### src/rtl/seq_counter_if.sv
// Control/status bundle for the Simon sequence/round counter.
// The game controller takes the master side, the counter the slave side.
interface seq_counter_if #(
    parameter int WIDTH = 5
);
    logic             clear;
    logic             load;
    logic [WIDTH-1:0] load_val;
    logic             inc;
    logic             dec;
    logic [WIDTH-1:0] limit;
    logic [WIDTH-1:0] count;
    logic             at_limit;
    logic             at_min;
    logic             wrapped;
    logic             underflow;

    modport master (
        output clear, load, load_val, inc, dec, limit,
        input  count, at_limit, at_min, wrapped, underflow
    );

    modport slave (
        input  clear, load, load_val, inc, dec, limit,
        output count, at_limit, at_min, wrapped, underflow
    );
endinterface

### src/rtl/seq_counter.sv
// Parametrised round/position counter for the Simon datapath.
// State changes on the falling edge of clk. Priority is clear > load > inc/dec.
// WRAP selects wrap-around or saturation at both limits. Every attempt to step
// past a limit produces a one-cycle registered pulse: wrapped or underflow.
module seq_counter #(
    parameter int WIDTH     = 5,
    parameter int MIN_VAL   = 1,
    parameter int RESET_VAL = 1,
    parameter int WRAP      = 1
) (
    input  logic          clk,
    input  logic          reset_n,
    seq_counter_if.slave  bus
);

    localparam logic [WIDTH-1:0] MIN_V   = WIDTH'(MIN_VAL);
    localparam logic [WIDTH-1:0] RESET_V = WIDTH'(RESET_VAL);
    localparam logic [WIDTH-1:0] ONE_V   = WIDTH'(1);

    logic [WIDTH-1:0] count_r;
    logic             wrapped_r;
    logic             underflow_r;

    logic [WIDTH-1:0] count_nxt_s;
    logic             wrapped_nxt_s;
    logic             underflow_nxt_s;

    // Force a loaded value into the legal window [MIN_V, lim].
    function automatic logic [WIDTH-1:0] clamp_val(
        input logic [WIDTH-1:0] v,
        input logic [WIDTH-1:0] lim
    );
        logic [WIDTH-1:0] r;
        if (v < MIN_V) begin
            r = MIN_V;
        end else if (v > lim) begin
            r = lim;
        end else begin
            r = v;
        end
        return r;
    endfunction

    // Next-state and event-pulse decode. The pulses default to zero on every edge.
    always_comb begin
        count_nxt_s     = count_r;
        wrapped_nxt_s   = 1'b0;
        underflow_nxt_s = 1'b0;
        if (bus.clear) begin
            count_nxt_s = RESET_V;
        end else if (bus.load) begin
            count_nxt_s = clamp_val(bus.load_val, bus.limit);
        end else if (bus.inc && !bus.dec) begin
            // The >= test also covers a limit lowered below count. It keeps
            // count+1 from being taken at the all-ones value.
            if (count_r < bus.limit) begin
                count_nxt_s = count_r + ONE_V;
            end else begin
                wrapped_nxt_s = 1'b1;
                if (WRAP != 0) begin
                    count_nxt_s = MIN_V;
                end else begin
                    count_nxt_s = count_r;
                end
            end
        end else if (bus.dec && !bus.inc) begin
            // A decrement above limit is not clamped. It simply steps down.
            if (count_r > MIN_V) begin
                count_nxt_s = count_r - ONE_V;
            end else begin
                underflow_nxt_s = 1'b1;
                if (WRAP != 0) begin
                    count_nxt_s = bus.limit;
                end else begin
                    count_nxt_s = count_r;
                end
            end
        end else begin
            count_nxt_s = count_r;
        end
    end

    // Count and pulse registers. They update on the falling edge and reset asynchronously.
    always_ff @(negedge clk or negedge reset_n) begin
        if (!reset_n) begin
            count_r     <= RESET_V;
            wrapped_r   <= 1'b0;
            underflow_r <= 1'b0;
        end else begin
            count_r     <= count_nxt_s;
            wrapped_r   <= wrapped_nxt_s;
            underflow_r <= underflow_nxt_s;
        end
    end

    assign bus.count     = count_r;
    assign bus.wrapped   = wrapped_r;
    assign bus.underflow = underflow_r;
    assign bus.at_limit  = (count_r >= bus.limit);
    assign bus.at_min    = (count_r == MIN_V);

endmodule

### src/flat_wrapper.sv
// flat-port wrapper written by rule: the top's interface ports become plain ports
module seq_counter_flat 
#(
    parameter int WIDTH     = 5,
    parameter int MIN_VAL   = 1,
    parameter int RESET_VAL = 1,
    parameter int WRAP      = 1
)
  (clk, reset_n, bus_clear, bus_load, bus_load_val, bus_inc, bus_dec, bus_limit, bus_count, bus_at_limit, bus_at_min, bus_wrapped, bus_underflow);
  seq_counter_if #(.WIDTH(WIDTH)) bus_i ();
  input  logic clk;
  input  logic reset_n;
  input wire logic [$bits(bus_i.clear)-1:0] bus_clear;
  input wire logic [$bits(bus_i.load)-1:0] bus_load;
  input wire logic [$bits(bus_i.load_val)-1:0] bus_load_val;
  input wire logic [$bits(bus_i.inc)-1:0] bus_inc;
  input wire logic [$bits(bus_i.dec)-1:0] bus_dec;
  input wire logic [$bits(bus_i.limit)-1:0] bus_limit;
  output wire logic [$bits(bus_i.count)-1:0] bus_count;
  output wire logic [$bits(bus_i.at_limit)-1:0] bus_at_limit;
  output wire logic [$bits(bus_i.at_min)-1:0] bus_at_min;
  output wire logic [$bits(bus_i.wrapped)-1:0] bus_wrapped;
  output wire logic [$bits(bus_i.underflow)-1:0] bus_underflow;
  assign bus_i.clear = bus_clear;
  assign bus_i.load = bus_load;
  assign bus_i.load_val = bus_load_val;
  assign bus_i.inc = bus_inc;
  assign bus_i.dec = bus_dec;
  assign bus_i.limit = bus_limit;
  assign bus_count = bus_i.count;
  assign bus_at_limit = bus_i.at_limit;
  assign bus_at_min = bus_i.at_min;
  assign bus_wrapped = bus_i.wrapped;
  assign bus_underflow = bus_i.underflow;
  seq_counter #(.WIDTH(WIDTH), .MIN_VAL(MIN_VAL), .RESET_VAL(RESET_VAL), .WRAP(WRAP)) u_core (.clk(clk), .reset_n(reset_n), .bus(bus_i));
endmodule
### config.mk
export PLATFORM = sky130hd
export DESIGN_NAME = seq_counter_flat
export DESIGN_NICKNAME = d
export VERILOG_FILES = /design/src/rtl/seq_counter_if.sv /design/src/rtl/seq_counter.sv /design/src/flat_wrapper.sv
export SDC_FILE = /design/constraint.sdc
export NUM_CORES = 1
export LEC_CHECK = 0
export ABC_CLOCK_PERIOD_IN_PS = 2500
export CAP_MARGIN = 20
export CORE_ASPECT_RATIO = 1.5
export CORE_MARGIN = 2
export CORE_UTILIZATION = 37
export CTS_CLUSTER_DIAMETER = 150
export DETAILED_ROUTE_END_ITERATION = 12
export GPL_TIMING_DRIVEN = 0
export PLACE_DENSITY = 0.62
export SETUP_SLACK_MARGIN = 0.5
export SYNTH_ARGS = -nofsm -noshare
export SYNTH_HDL_FRONTEND = slang
export SYNTH_SLANG_ARGS = --single-unit
### constraint.sdc
create_clock -name clk -period 2.5 [get_ports clk]
set_input_delay 0.5 -clock clk [delete_from_list [all_inputs] [get_ports clk]]
set_output_delay 0.5 -clock clk [all_outputs]
set_load 0.01 [all_outputs]
==> results.toml <==
[synthesis]
synth_edf_count = 0
synthCells = 124
synth.most_common_cell = "ha_1"
synth_seq_cells = 7
synth_largest_area_cell = "ha_1"
synth.area.top_cells = "ha_1 17%, dfrtn_1 14%, a21oi_1 4.6%, mux2i_1 4.6%, inv_1 3.4%"
synth_flop_cell = "dfrtn_1"
netlist_top_cells_count = "15 x ha_1, 10 x a21oi_1, 10 x inv_1"
ys_async_sr_fraction = 1.00
yosys.cell_types.count = 50
avgSynthCellArea_sq_um = 8.78
synth_area_sq_mm = 0.00109
yosysWarnings = 0
yosysSeqAreaShare = 0.162
synth_fp_nets = 155
yosysTopAreaCellShare = 0.172

[drt]
via_per_inst = 5.41
route.met2.wl_um = 2250
drcViolationCount = 0
routed_wl_um = 3900
firstDrtPassIters = 4
highest_layer = "met4"
ant_nets = 0
via_count = 1222
avgRoutedWirePerCell_um = 17.2
wl_met3_um = 139
drtIter0Drc = 27
wl_met1_um = 1360

[clock_network]
clk_pin_slew_ns = 0.03
clock_latency_ns = 0.30
cts_buffers = 3
h-tree-depth = 1
cts_root_buf = "clkbuf_8"
cts_tree = "built"
clk_path_buf_depth = 2
holdBufCountCts = 0
clock_sinks = 7

[sta]
final-setup-viol-count = 14
clock_skew_ns = 0.0451
grt_setup_unrepaired = "true"
tightest_slew_ns = 0.372
fin_tns_setup_ns = -6.76
maxSlewViolCount = 0
fin_ws_ns = -0.795
slew_headroom = 0.752
hold_violations = 0

[cells_and_area]
design_area_sq_mm = 0.00212
drive_above_1_share = 0.631
multi_input_area_sq_mm = 0.00111
nNetsFinal = 219
diodes = 0
layoutNonFillerInstCount = 226
ff_latch_area_sq_um = 176
syn_to_final_growth_pct = 94.9
fillers = 190

[worst_setup_path]
worst-path-max-fanout = 2
critPathMaxStageDelay_ns = 0.40
cp_num_buf_inv = 1
worstSetupPathType = "reg -> out"
r2r-start = "u_core.bus.count[1]"
start_kind = "register"
required_ns = 2.00
endpoint_kind = "output pin"
arrival_ns = 2.79
cp-startpoint = "u_core.bus.count[1]"
critical-path-slowest-cell = "dfrtn_1"
crit_top_cell = "nor2_4"
cp_top_family = "flip-flops"
path_cells = "ha_4 > nand4_1 > nor2_4 > nor2_4 > o21ai_2 > buf_2"

[power_and_ir_drop]
cellPowerDensity_mw_per_mm2 = 447
p_total_mw = 0.948
ir_drop_mv = 0.249
p_leak_nw = 0.906

[grt]
track_usage = 0.248
antenna_found_initial = 0
grt_max_degree = 10
grt_pass1_vias = 1258
grt_pass1_wl_um = 6010
grt_overflow = 0

[floorplanning]
initial_core_util = 0.382
fp.dieH_um = 70.4
io_pins = 25
die_x_um = 48.3
die_area_sq_mm = 0.00340
core_area_sq_mm = 0.00285
num_rows = 24

[placement]
hpwl_um = 2370
place_ws_ns = -1.39
postPlaceCellArea_sq_mm = 0.00155
port_buffers = 24
dp.cells = 187
gp_congestion = 0.827

[hold_path]
min_path_type = "reg -> reg"
min_from = "u_core.bus.count[0]"

[run]
maxCapViolCount = 0

[outcome]
status = "finished with violations"
violations = "negative setup slack"
state kept, by name, indices dropped and copies added (netlist names):
signal and count:
u_core.bus.underflow 1, u_core.bus.count 5, u_core.bus.wrapped 1
power breakdown:
part           total, mW  leakage (nW)  internal, mW  switching [mW]
combinational      0.632         0.787         0.338           0.293
sequential         0.143        0.0907         0.129          0.0146
clock              0.173        0.0281         0.113          0.0598
layer usage:
metal  global-route usage  vias up
li1                     -      582
met1                0.272      583
met2                0.428       41
met3               0.0258       16
met4                0.126        0
met5                    0        -
cell type report:
cell class,count,area share
repair buffers,59,0.270
inverters,10,0.0348
flip-flops and latches,7,0.0831
plain buffers,5,0.0413
clock inverters,1,0.00177
multi-input cells,101,0.525
clock buffers,4,0.0212
well taps,39,0.0230
stage by stage:
stage / hold slack [ns] / util
2_1_floorplan: 0.717 / -
3_3_place_gp: 0.763 / 0.544
3_5_place_dp: 0.779 / 0.544
4_1_cts: 0.896 / 0.697
5_1_grt: 0.974 / 0.744
6_report: 0.917 / 0.744
placed cells by master (no fill, tap or decap), drive strengths merged, types with 2 or more instances in the layout:
| cell | instances |
|---|---|
| buf | 56 |
| ha | 15 |
| a21oi | 11 |
| inv | 11 |
| nor2 | 8 |
| clkbuf | 7 |
| dfrtn | 6 |
| nand2b | 6 |
| nand3 | 6 |
| o21ai | 6 |
| nand2 | 5 |
| mux2i | 5 |
| clkdlybuf4s15 | 4 |
| o21bai | 3 |
| nor3 | 3 |
| o211ai | 2 |
| and2 | 2 |
| xor2 | 2 |
| a211o | 2 |
| xnor2 | 2 |
| a2111oi | 2 |
| or2b | 2 |
| nor4b | 2 |
tightest hold or removal path: cells and delay by family, from the launching register on:
kind | cells | cell delay [ns]
AOI/OAI and AO/OA | 2 | 0.29
adders and majority gates | 1 | 0.18
buffers and inverters | 1 | 0.08
DFF | 1 | 0.37
what timing repair did:
item / 4_1_cts / 5_1_grt
pin swaps: 20 / 11
gates cloned: 1 / 0
resized for setup: 138 / 22
endpoints found under the hold margin: 0 / 0
setup buffers: 28 / 6
endpoints found under the setup margin: 17 / 16
path summary, 6_finish.rpt:
path / to / slack [ns] / cells after the start
max in group asynchronous: u_core.bus.count[0] / 0.72 / 1
min in group asynchronous: u_core.bus.count[1] / 1.40 / 1
max: bus_at_limit / -0.79 / 6
min: u_core.bus.count[1] / 0.92 / 4
max reg2reg: u_core.bus.count[4] / 0.32 / 9
min reg2reg: u_core.bus.count[1] / 0.92 / 4
cell families (layout without fill, tap and decap cells):
family	Yosys count	after routing	share of synthesized area
xor gates and xnor gates	4	4	0.0322
muxes	5	5	0.0460
buffers and inverters	16	79	0.0850
adders and majority gates	15	15	0.172
AOI/OAI and AO/OA	35	35	0.257
DFF	7	7	0.162
and+or+nand+nor	42	42	0.245
Power figures use the tool's default switching activity.
